==> src/rtl/lfsr_burst_arbiter.sv <==
// Round-robin arbiter that hands out bursts of consecutive words from one shared Fibonacci LFSR.
// Also loads seeds (a zero seed is replaced by SEED_INIT) and pulses wrap when the sequence returns to its start.
module lfsr_burst_arbiter #(
    parameter int           n         = 8,
    parameter logic [n-1:0] TAPS      = 8'hB8,
    parameter logic [n-1:0] SEED_INIT = 8'h01,
    parameter int           NREQ      = 4,
    parameter int           LEN_W     = 4
) (
    input  logic                  clk,
    input  logic                  reset,
    input  logic [NREQ-1:0]       req,
    input  logic [NREQ*LEN_W-1:0] req_len,
    input  logic                  seed_valid,
    input  logic [n-1:0]          seed,
    output logic                  seed_ready,
    output logic [NREQ-1:0]       gnt,
    output logic                  data_valid,
    output logic [n-1:0]          data,
    output logic                  data_last,
    output logic                  busy,
    output logic                  wrap
);
    localparam int PTR_W = (NREQ > 1) ? $clog2(NREQ) : 1;

    typedef enum logic {S_IDLE, S_RUN} state_t;

    state_t           r_state, w_state_nxt;
    logic [n-1:0]     r_s, w_s_nxt;
    logic [n-1:0]     r_ref, w_ref_nxt;
    logic             r_stepped, w_stepped_nxt;
    logic [PTR_W-1:0] r_ptr, w_ptr_nxt;
    logic [PTR_W-1:0] r_win, w_win_nxt;
    logic [LEN_W-1:0] r_cnt, w_cnt_nxt;
    logic [NREQ-1:0]  r_gnt, w_gnt_nxt;

    logic             w_fb;
    logic [n-1:0]     w_step;
    logic [n-1:0]     w_seed_eff;
    logic             w_found;
    logic [PTR_W-1:0] w_win;
    logic [PTR_W-1:0] w_idx;
    logic [LEN_W-1:0] w_len [NREQ];

    for (genvar gi = 0; gi < NREQ; gi++) begin : g_len
        assign w_len[gi] = req_len[gi*LEN_W +: LEN_W];
    end

    assign w_fb       = ^(r_s & TAPS);
    assign w_step     = {r_s[n-2:0], w_fb};
    assign w_seed_eff = (seed == '0) ? SEED_INIT : seed;

    // Round-robin search begins one past the last winner
    always_comb begin
        w_found = 1'b0;
        w_win   = '0;
        w_idx   = '0;
        for (int k = 1; k <= NREQ; k++) begin
            w_idx = PTR_W'((int'(r_ptr) + k) % NREQ);
            if (!w_found && req[w_idx]) begin
                w_found = 1'b1;
                w_win   = w_idx;
            end
        end
    end

    always_comb begin
        w_state_nxt   = r_state;
        w_s_nxt       = r_s;
        w_ref_nxt     = r_ref;
        w_stepped_nxt = r_stepped;
        w_ptr_nxt     = r_ptr;
        w_win_nxt     = r_win;
        w_cnt_nxt     = r_cnt;
        w_gnt_nxt     = r_gnt;
        case (r_state)
            S_IDLE: begin
                if (seed_valid) begin
                    w_s_nxt       = w_seed_eff;
                    w_ref_nxt     = w_seed_eff;
                    w_stepped_nxt = 1'b0;
                end else if (w_found) begin
                    w_cnt_nxt   = w_len[w_win];
                    w_gnt_nxt   = NREQ'(1) << w_win;
                    w_win_nxt   = w_win;
                    w_state_nxt = S_RUN;
                end
            end
            S_RUN: begin
                w_s_nxt       = w_step;
                w_stepped_nxt = 1'b1;
                w_cnt_nxt     = r_cnt - LEN_W'(1);
                if (r_cnt == '0) begin
                    w_state_nxt = S_IDLE;
                    w_ptr_nxt   = r_win;
                    w_gnt_nxt   = '0;
                end
            end
            default: w_state_nxt = S_IDLE;
        endcase
    end

    always_ff @(posedge clk) begin
        if (reset) begin
            r_state   <= S_IDLE;
            r_s       <= SEED_INIT;
            r_ref     <= SEED_INIT;
            r_stepped <= 1'b0;
            r_ptr     <= PTR_W'(NREQ - 1);
            r_win     <= '0;
            r_cnt     <= '0;
            r_gnt     <= '0;
        end else begin
            r_state   <= w_state_nxt;
            r_s       <= w_s_nxt;
            r_ref     <= w_ref_nxt;
            r_stepped <= w_stepped_nxt;
            r_ptr     <= w_ptr_nxt;
            r_win     <= w_win_nxt;
            r_cnt     <= w_cnt_nxt;
            r_gnt     <= w_gnt_nxt;
        end
    end

    assign busy       = (r_state == S_RUN);
    assign data_valid = busy;
    assign seed_ready = (r_state == S_IDLE);
    assign gnt        = r_gnt;
    assign data       = r_s;
    assign data_last  = busy && (r_cnt == '0);
    assign wrap       = busy && r_stepped && (r_s == r_ref);

endmodule

==> config.mk <==
export PLATFORM = sky130hd
export DESIGN_NAME = lfsr_burst_arbiter
export DESIGN_NICKNAME = d
export VERILOG_FILES = /design/src/rtl/lfsr_burst_arbiter.sv
export SDC_FILE = /design/constraint.sdc
export NUM_CORES = 1
export LEC_CHECK = 0
export ABC_AREA = 0
export CORE_MARGIN = 10
export CORE_UTILIZATION = 45
export DETAILED_ROUTE_END_ITERATION = 16
export GPL_TIMING_DRIVEN = 0
export PLACE_DENSITY = 0.81
export RECOVER_POWER = 100
export SYNTH_ARGS = -nofsm -noshare
export SYNTH_HDL_FRONTEND = slang
export SYNTH_SLANG_ARGS = --single-unit
export TNS_END_PERCENT = 50
==> constraint.sdc <==
create_clock -name clk -period 2.7 [get_ports clk]
set_input_delay 0.81 -clock clk [delete_from_list [all_inputs] [get_ports clk]]
set_output_delay 0.81 -clock clk [all_outputs]
set_load 0.02 [all_outputs]
==> results of run 1 <==
area by class of cell:
class                   instances  area share, %
plain buffers                   9          1.835
clock buffers                   7          3.724
clock inverters                 1         0.2159
inverters                       7          1.133
multi-input cells             152          44.52
flip-flops and latches         30          25.90
well taps                      48          2.590
repair buffers                 47          20.08
path summary, 6_finish.rpt:
check / startpoint / end / cells after the start
max: req[3] / r_cnt[1]$_SDFFE_PP0P_ / 6
min: r_win[1]$_SDFFE_PP0P_ / r_ptr[1]$_SDFFE_PP1P_ / 1
max reg2reg: r_ptr[0]$_SDFFE_PP1P_ / r_cnt[1]$_SDFFE_PP0P_ / 5
min reg2reg: r_win[1]$_SDFFE_PP0P_ / r_ptr[1]$_SDFFE_PP1P_ / 1
logic make-up (layout without fill, tap and decap cells):
logic type,after synthesis,after routing
AOI/OAI and AO/OA,57,57
xor gates and xnor gates,12,12
adders and majority gates,2,2
buffers and inverters,16,71
DFF,30,30
muxes,8,8
and+or+nand+nor,73,73
flip-flops by register name, indices dropped and copies added (netlist names):
register and cells:
busy 1, r_ptr 2, r_ref 8, gnt 4, data 8, r_win 2, r_stepped 1, r_cnt 4
cells in the final DEF, fill, tap and decap left out, types with 4 or more instances in the layout:
cell	netlist	final
nand2_1	19	19
dlygate4sd3_1	0	17
xnor2_1	11	11
a21oi_1	22	22
clkbuf_8	0	6
inv_1	6	7
clkbuf_1	2	4
nor3_1	6	6
clkdlybuf4s50_1	0	27
dfxtp_1	30	30
mux2i_1	8	8
nor2_1	28	28
routing by layer:
metal	part of all wire [%]	up-vias
met3	5.8	16
met4	2.5	0
met5	0	-
met1	42	798
li1	-	823
met2	50	47
repair_timing:
action	CTS	global route
endpoints found under the hold margin	0	0
setup endpoints to repair	2	0
buffers inserted	1	0
gates resized for setup	4	0
power by group through the flow:
stage                     Combinational, mW  Sequential (mW)  Clock (mW)
after global routing                  0.435            0.529       0.392
after global placement                0.389            0.530           0
after floorplan                       0.237            0.542           0
after detailed placement              0.395            0.532           0
final                                 0.398            0.524       0.368
after CTS                             0.405            0.524       0.374
cell usage after synthesis (all sizes together), types with 2 or more instances:
library cell  count  area [um^2]
a211o             3        26.28
nand3b            2        15.01
nand2            19        71.32
nor3              6        30.03
ha                2        25.02
nand2b            2        12.51
buf               6        28.78
or3               2        12.51
a22oi             2        15.01
a311oi            3        43.80
inv               7        26.27
clkbuf            3        12.51
a21oi            23        126.4
and2              2        16.27
nor2b             2        12.51
a221oi            5        56.31
or2b              2        18.77
xnor2            11        96.34
a2bb2oi           3        32.53
a311o             2        20.02
o311a             3        30.03
a31oi             3        18.77
dfxtp            30        600.6
nand3             2        10.01
nor2             28        105.1
mux2i             8        80.08
critical path, delay by kind of cell:
family                 cells  cell delay (ns)
AO/OA/AOI/OAI              2             0.45
AND/OR/NAND/NOR            3             0.98
buffers and inverters      1             0.49
stage by stage:
step	power [mW]	cell area [um^2]	hold slack [ns]	worst slack, ns	TNS [ns]
finish	1.290	2318	0.4665	0.1101	0
floorplan	0.7797	1692	0.4358	0.3504	0
global placement	0.9191	2212	0.4439	-0.1326	-0.3736
detailed placement	0.9266	2212	0.4558	-0.1638	-0.4847
CTS	1.303	2318	0.4705	0.1217	0
global route	1.356	2318	0.4959	0.01701	0
==> impl_metrics.env, run 1 <==
export IMPL_p_sw_share_pct=31.65
export IMPL_initial_core_util_pct=46.21
export IMPL_overflow=0
export IMPL_crit_fanout=6
export IMPL_setup_violations=0
export IMPL_insertion_delay_ns=0.28
export IMPL_netlist_instances=198
export IMPL_timing_final_crit_share_pct=95.92
export IMPL_synth_simple_area_share_pct=21.08
export IMPL_place_congestion=0.7894
export IMPL_top_usage_layer="met2"
export IMPL_synth_mux_area_share_pct=4.734
export IMPL_finalHoldViolCount=0
export IMPL_fp_row_count=22
export IMPL_combPwrFrac_pct=30.9
export IMPL_outcome="finished clean"
export IMPL_seq_power_share_pct=40.6
export IMPL_clock_path_buffers=2
export IMPL_async_reset_ff_share_pct=0
export IMPL_final_core_util_pct=63.33
export IMPL_drive_above_1_share_pct=9.881
export IMPL_use_met3_pct=3.422
export IMPL_max_slew_margin_pct=62.65
export IMPL_pwr_share_clk_pct=28.5
export IMPL_synth_adder_area_share_pct=1.479
export IMPL_yosysUniqueCellTypes=53
export IMPL_synth_nets=231
export IMPL_antenna_found_initial=0
export IMPL_synthXorXnorAreaFrac_pct=6.213
export IMPL_ys_seq_area_share_pct=35.50
export IMPL_n_fill_cell=314
export IMPL_finalCriticalPeriod_ns=2.590
export IMPL_use_met1_pct=17.70
export IMPL_grt_pass1_wl_mm=7.928
export IMPL_core_area_um2=3661
export IMPL_cts_clk_slew_worst_paths_ns=0.06
export IMPL_crit_path_top_delay_cell="or4_4"
export IMPL_synth_edf_count=0
export IMPL_crit_required_ns=2.84
export IMPL_h_tree_depth=2
export IMPL_dp_cells=292
export IMPL_cp_arrival_ns=2.73
export IMPL_synth_top_family_by_area="compound AO/OA/AOI/OAI gates"
export IMPL_initialDrtViolationCount=146
export IMPL_synthToLayoutAreaGrowth_pct=37.06
export IMPL_fin_skew_ns=0.003985
export IMPL_slowest_delay_ns=0.61
export IMPL_ys_warn_count=0
export IMPL_fin_cells=301
export IMPL_vdd_drop_max_mv=0.3686
export IMPL_fmax_mhz=386.1
export IMPL_remaining_drc_errors=0
export IMPL_start_kind="primary input"
export IMPL_io_buffer_count=46
export IMPL_cts_tree="yes"
export IMPL_cap_viol_max_count=0
export IMPL_syn_cell_area_um2=1692
export IMPL_worstMarginPinSlew_ns=0.5602
export IMPL_path_cells="clkdlybuf4s50_1 -> or4_4 -> nand2_1 -> nor2_1 -> a311oi_1 -> a221oi_2"
export IMPL_nets=285
export IMPL_synth_compound_area_share_pct=27.00
export IMPL_n_antenna_cell=0
export IMPL_drt_wirelength_per_cell_um=16.05
export IMPL_dieArea_um2=6611
export IMPL_p_per_area_nw_per_um2=556.3
export IMPL_grtUsageTotal_pct=15.04
export IMPL_ys_ff_latch=30
export IMPL_grt_setup_unrepaired="false"
export IMPL_met2_usage_pct=25.36
export IMPL_viasPerCell=5.595
export IMPL_ant_nets=0
export IMPL_root_buffer="clkbuf_8"
export IMPL_grt_max_degree=11
export IMPL_cts_sinks=30
export IMPL_multi_input_comb_area_um2=1032
export IMPL_slew_violations=0
export IMPL_reg2reg_setup_slack_ns=0.85
export IMPL_p_int_uw=881.6
export IMPL_regArea_um2=600.6
export IMPL_numCtsBuffers=5
export IMPL_grt_pass1_vias=1687
export IMPL_synth_ff_type="dfxtp_1"
export IMPL_cts_hold_buffers=0
export IMPL_switching_power_uw=408.2
export IMPL_drt_first_pass_iters=5
export IMPL_die_y_um=81.31
export IMPL_path_class="in -> reg"
export IMPL_end_kind="register"
export IMPL_p_leak_nw=0.9351
export IMPL_num_vias=1684
export IMPL_syn_area_per_cell_um2=8.544
export IMPL_wl_mm=4.832
export IMPL_dp_hpwl_mm=3.635
export IMPL_ioPinCount=48
export IMPL_dieWidth_um=81.31
export IMPL_hold_class="reg -> reg"
(Power assumes the default switching activity.)
==> run 2: changes to the inputs <==
Settings changed: CTS_CLUSTER_SIZE from default to 25.
Clock period 2.7 ns to 2.6 ns, I/O delays scaled along.
==> run 2 against run 1 <==
Compared with the run above:
- routed wire length up 0.17%
- sequential share of layout area down 0.13 points
- register-to-register slack worse by 0.08 ns
- die area unchanged
- critical path depth down 2
- critical path type is now reg -> out
- critical endpoint is now data_last
- largest cell class unchanged
- largest power group unchanged
==> impl_metrics.env, run 2 (synthesis results as in run 1) <==
export IMPL_outcome="finished clean"
export IMPL_timing_final_crit_share_pct=95.41
export IMPL_place_ws_ns=-0.2338
export IMPL_top_usage_layer="met2"
export IMPL_setup_violations=0
export IMPL_dieArea_um2=6611
export IMPL_fmax_mhz=403.1
export IMPL_crit_buf_inv=3
export IMPL_crit_path_top_delay_cell="dlygate4sd2_1"
export IMPL_fin_ws_ns=0.1194
export IMPL_max_slew_margin_pct=65.07
export IMPL_end_kind="output pin"
export IMPL_start_kind="register"
export IMPL_remaining_drc_errors=0
export IMPL_finalHoldViolCount=0
export IMPL_h_tree_depth=2
export IMPL_viasPerCell=5.635
export IMPL_initialDrtViolationCount=134
export IMPL_path_cells="buf_2 -> inv_2 -> nor4b_4 -> dlygate4sd2_1"
export IMPL_cts_clk_slew_worst_paths_ns=0.06
export IMPL_ioPinCount=48
export IMPL_dp_hpwl_mm=3.635
export IMPL_drt_first_pass_iters=4
export IMPL_initial_core_util_pct=46.21
export IMPL_io_buffer_count=46
export IMPL_grtUsageTotal_pct=15.04
export IMPL_n_antenna_cell=0
export IMPL_cts_hold_buffers=0
export IMPL_num_vias=1696
export IMPL_synthToLayoutAreaGrowth_pct=37.72
export IMPL_wl_mm=4.840
export IMPL_fin_setup_tns_ns=0
export IMPL_final_core_util_pct=63.64
export IMPL_insertion_delay_ns=0.28
export IMPL_drt_wirelength_per_cell_um=16.08
export IMPL_root_buffer="clkbuf_8"
export IMPL_core_area_um2=3661
export IMPL_grt_pass1_wl_mm=7.928
export IMPL_p_per_area_nw_per_um2=579.7
export IMPL_use_met1_pct=17.70
export IMPL_cap_viol_max_count=0
export IMPL_cp_arrival_ns=1.70
export IMPL_numCtsBuffers=5
export IMPL_dieWidth_um=81.31
export IMPL_hold_class="reg -> reg"
export IMPL_vdd_drop_max_mv=0.3797
export IMPL_grt_setup_unrepaired="true"
export IMPL_final_common_cell="clkdlybuf4s50_1"
export IMPL_worstMarginPinSlew_ns=0.5240
export IMPL_slowest_delay_ns=0.39
export IMPL_power_total_mw=1.350
export IMPL_crit_fanout=7
export IMPL_finalCriticalPeriod_ns=2.481
export IMPL_cts_sinks=30
export IMPL_crit_required_ns=1.82
export IMPL_overflow=0
export IMPL_cts_tree="yes"
export IMPL_use_met3_pct=3.422
export IMPL_ant_nets=0
export IMPL_fin_skew_ns=0.003544
export IMPL_drive_above_1_share_pct=11.07
export IMPL_antenna_found_initial=0
export IMPL_cp_top_family="buffers and inverters"
export IMPL_fp_row_count=22
export IMPL_place_congestion=0.7894
export IMPL_grt_pass1_vias=1687
export IMPL_slew_violations=0
export IMPL_met2_usage_pct=25.36
export IMPL_grt_max_degree=11
export IMPL_p_leak_nw=0.8992
export IMPL_mostFrequentLayoutCells="clkdlybuf4s50_1 (44), dfxtp_1 (30), nor2_1 (28)"
export IMPL_die_y_um=81.31
export IMPL_clock_path_buffers=2
export IMPL_nets=285
export IMPL_path_class="reg -> out"
-- run 2: cell types whose count changed in the layout (fill, tap and decap cells not counted), sizes merged --
| cell | before | now |
|---|---|---|
| clkdlybuf4s50 | 27 | 44 |
| dlygate4sd3 | 17 | 0 |
| buf | 5 | 7 |
| clkdlybuf4s15 | 0 | 1 |
| clkbuf | 12 | 10 |
| dlygate4sd2 | 2 | 1 |
-- run 2: path summary, 6_finish.rpt --
path              cells after the start                   from                     to  slack, ns
hold / removal                        1  r_win[1]$_SDFFE_PP0P_  r_ptr[1]$_SDFFE_PP1P_       0.47
setup reg to reg                      6        busy$_SDFF_PP0_    gnt[0]$_SDFFE_PP0P_       0.77
hold reg to reg                       1  r_win[1]$_SDFFE_PP0P_  r_ptr[1]$_SDFFE_PP1P_       0.47
setup / recovery                      4        busy$_SDFF_PP0_              data_last       0.12
-- run 2: repair_timing --
item                       4_1_cts  5_1_grt
pin swaps                        1        0
hold endpoints to repair         0        0
setup endpoints to repair        2        2
gates resized for setup          4        3
setup buffers                    1        0
-- run 2: where the power goes --
part	leakage (nW)	switching [mW]	internal, mW	total, mW
Sequential	0.247	0.0415	0.502	0.544
Clock	0.0482	0.169	0.213	0.382
Combinational	0.604	0.215	0.209	0.424
Total	0.899	0.426	0.925	1.35
-- run 2: area by class of cell --
class                           count  area [um^2]
Fill cell                         312         1331
Multi-Input combinational cell    152         1042
Sequential cell                    30        600.6
Timing Repair Buffer               47        466.7
Clock buffer                        7        86.33
Tap cell                           48        60.06
Buffer                              9        42.54
Inverter                            7        26.28
Clock inverter                      1        5.005
-- run 2: per-layer routing --
| layer | up-vias | share of wire (%) | wire length, um |
|---|---|---|---|
| li1 | 827 | - | - |
| met1 | 805 | 40 | 1955 |
| met2 | 51 | 51 | 2456 |
| met3 | 13 | 6.9 | 332 |
| met4 | 0 | 2.0 | 95 |
| met5 | - | 0 | 0 |
-- run 2: worst register-to-register path, delay by kind of cell, from the launching register on --
| kind | cells | cell delay [ns] |
|---|---|---|
| compound gates | 2 | 0.65 |
| simple gates | 3 | 0.63 |
| flops | 1 | 0.32 |
| buf+inv | 1 | 0.18 |
-- run 2: through the flow --
stage,hold WS [ns],area (um^2),cells
6_report,0.4675,2330,301
3_3_place_gp,0.4439,2212,292
2_1_floorplan,0.4358,1692,198
4_1_cts,0.4705,2318,301
5_1_grt,0.4959,2330,301
3_5_place_dp,0.4558,2212,292
==> run 3: changes to the inputs <==
Settings changed: CORE_UTILIZATION 45 to 43.
Clock period 2.6 ns to 2 ns, I/O delays scaled along.
==> run 3 against run 2 <==
Compared with the run above:
- power rose by 35%
- cell area increased by 4.1%
- register-to-register slack worse by 0.59 ns
- worst setup slack got worse by 0.077 ns
- utilization up 1.1 points
- sequential power increased by 31%
- sequential cell count unchanged
- highest routed layer unchanged
==> impl_metrics.env, run 3 (synthesis results as in run 1) <==
export IMPL_finalInstanceArea_um2=2425
export IMPL_p_leak_nw=0.9515
export IMPL_fin_ws_ns=0.04234
export IMPL_dpl_cell_area_um2=2226
export IMPL_num_vias=1710
export IMPL_grtUsageTotal_pct=14.68
export IMPL_cts_hold_buffers=0
export IMPL_initialDrtViolationCount=175
export IMPL_drive_above_1_share_pct=21.07
export IMPL_clock_path_buffers=2
export IMPL_start_kind="register"
export IMPL_die_y_um=82.72
export IMPL_n_antenna_cell=0
export IMPL_p_per_area_nw_per_um2=749.4
export IMPL_cap_viol_max_count=0
export IMPL_numCtsBuffers=5
export IMPL_n_fill_cell=308
export IMPL_insertion_delay_ns=0.28
export IMPL_synthToLayoutAreaGrowth_pct=43.34
export IMPL_viasPerCell=5.534
export IMPL_slew_violations=0
export IMPL_remaining_drc_errors=0
export IMPL_dieWidth_um=82.72
export IMPL_worstMarginPinSlew_ns=0.5249
export IMPL_met3_length_um=283
export IMPL_h_tree_depth=2
export IMPL_end_kind="output pin"
export IMPL_mostFrequentLayoutCells="clkdlybuf4s50_1 (39), nor2_1 (28), dfxtp_1 (23)"
export IMPL_ioPinCount=48
export IMPL_dieArea_um2=6843
export IMPL_antenna_found_initial=0
export IMPL_r2r_start="busy$_SDFF_PP0_"
export IMPL_drt_first_pass_iters=5
export IMPL_cts_tree="yes"
export IMPL_met2WireLength_mm=2.544
export IMPL_crit_path_start="busy$_SDFF_PP0_"
export IMPL_crit_fanout=6
export IMPL_place_ws_ns=-0.6084
export IMPL_grt_pass1_wl_mm=7.797
export IMPL_vdd_drop_max_mv=0.5389
export IMPL_crit_required_ns=1.40
export IMPL_fin_skew_ns=0.003832
export IMPL_overflow=0
export IMPL_grt_setup_unrepaired="true"
export IMPL_finalHoldViolCount=0
export IMPL_dp_hpwl_mm=3.616
export IMPL_min_from="r_win[0]$_SDFFE_PP0P_"
export IMPL_cts_sinks=30
export IMPL_path_cells="buf_6 -> inv_4 -> nor4b_4 -> buf_4"
export IMPL_wl_met1_mm=2.055
export IMPL_ant_nets=0
export IMPL_place_congestion=0.7956
export IMPL_drt_wirelength_per_cell_um=15.96
export IMPL_io_buffer_count=46
export IMPL_wl_mm=4.933
export IMPL_nets=293
export IMPL_outcome="finished clean"
export IMPL_cts_clk_slew_worst_paths_ns=0.07
export IMPL_slowest_delay_ns=0.35
export IMPL_cp_arrival_ns=1.36
export IMPL_final_common_cell="clkdlybuf4s50_1"
export IMPL_setup_violations=0
export IMPL_max_slew_margin_pct=64.88
export IMPL_grt_pass1_vias=1628
export IMPL_finalCriticalPeriod_ns=1.958
export IMPL_initial_core_util_pct=45.19
export IMPL_fp_row_count=22
export IMPL_topRoutingLayerUsed="met4"
export IMPL_grt_max_degree=11
export IMPL_hold_class="reg -> reg"
export IMPL_timing_final_crit_share_pct=97.88
export IMPL_path_class="reg -> out"
export IMPL_root_buffer="clkbuf_8"
export IMPL_crit_path_top_delay_cell="dfxtp_2"
export IMPL_fmax_mhz=510.8
export IMPL_core_area_um2=3744
run 3: cell types whose count changed in the layout (fill, tap and decap cells not counted), moves of 2 or more:
cell / previous run / this run
nor3_2: 0 / 2
dfxtp_1: 30 / 23
clkbuf_2: 1 / 4
dfxtp_2: 0 / 7
buf_4: 2 / 12
clkdlybuf4s50_1: 44 / 39
buf_6: 0 / 2
nor3_1: 6 / 4
buf_2: 3 / 1
run 3: timing repair:
action | 4_1_cts | 5_1_grt
pin swaps | 5 | 6
cloned | 0 | 0
hold endpoints to repair | 0 | 0
setup endpoints to repair | 13 | 10
buffers inserted | 5 | 4
resized for setup | 25 | 16
run 3: worst max-delay path: cells and delay by family, from the launching register on:
kind	cells	cell delay (ns)
flip-flops	1	0.35
buffers and inverters	3	0.39
AND/OR/NAND/NOR	1	0.34
run 3: final timing paths:
check / slack [ns] / depth (start not counted) / endpoint
worst max-delay path: 0.04 / 4 / data_last
worst min-delay path: 0.46 / 1 / r_ptr[0]$_SDFFE_PP1P_
worst max register to register: 0.18 / 7 / gnt[0]$_SDFFE_PP0P_
worst min register to register: 0.46 / 1 / r_ptr[0]$_SDFFE_PP1P_
run 3: power by group:
part	switching (mW)	internal, mW	leakage (nW)
registers	0.0552	0.656	0.249
clock network	0.236	0.276	0.0472
logic	0.292	0.301	0.655
run 3: cell type report:
cell class	count	area [um^2]	area share, %
buffer	9	55.05	2.270
tap	48	60.06	2.477
timing repair buffer	55	505.5	20.85
clock inverter	2	12.51	0.5160
inverter	7	28.78	1.187
clock buffer	6	82.58	3.406
multi-input combinational	152	1071	44.17
sequential	30	609.3	25.13
run 3: through the flow:
stage / setup TNS, ns / power [mW] / hold WS (ns) / utilization [%] / cells
after CTS: 0 / 1.795 / 0.4672 / 63.60 / 305
after global placement: -7.402 / 1.249 / 0.4425 / 59.46 / 292
after global routing: -0.1078 / 1.912 / 0.4800 / 64.77 / 309
final: 0 / 1.817 / 0.4607 / 64.77 / 309
after floorplan: 0 / 1.061 / 0.4358 / - / 198
after detailed placement: -7.954 / 1.259 / 0.4482 / 59.46 / 292
run 3: per-layer routing:
metal / vias to the layer above / GRT usage (%)
li1: 849 / -
met1: 801 / 17.63
met2: 54 / 25.15
met3: 6 / 3.240
met4: 0 / 5.017
met5: - / 0
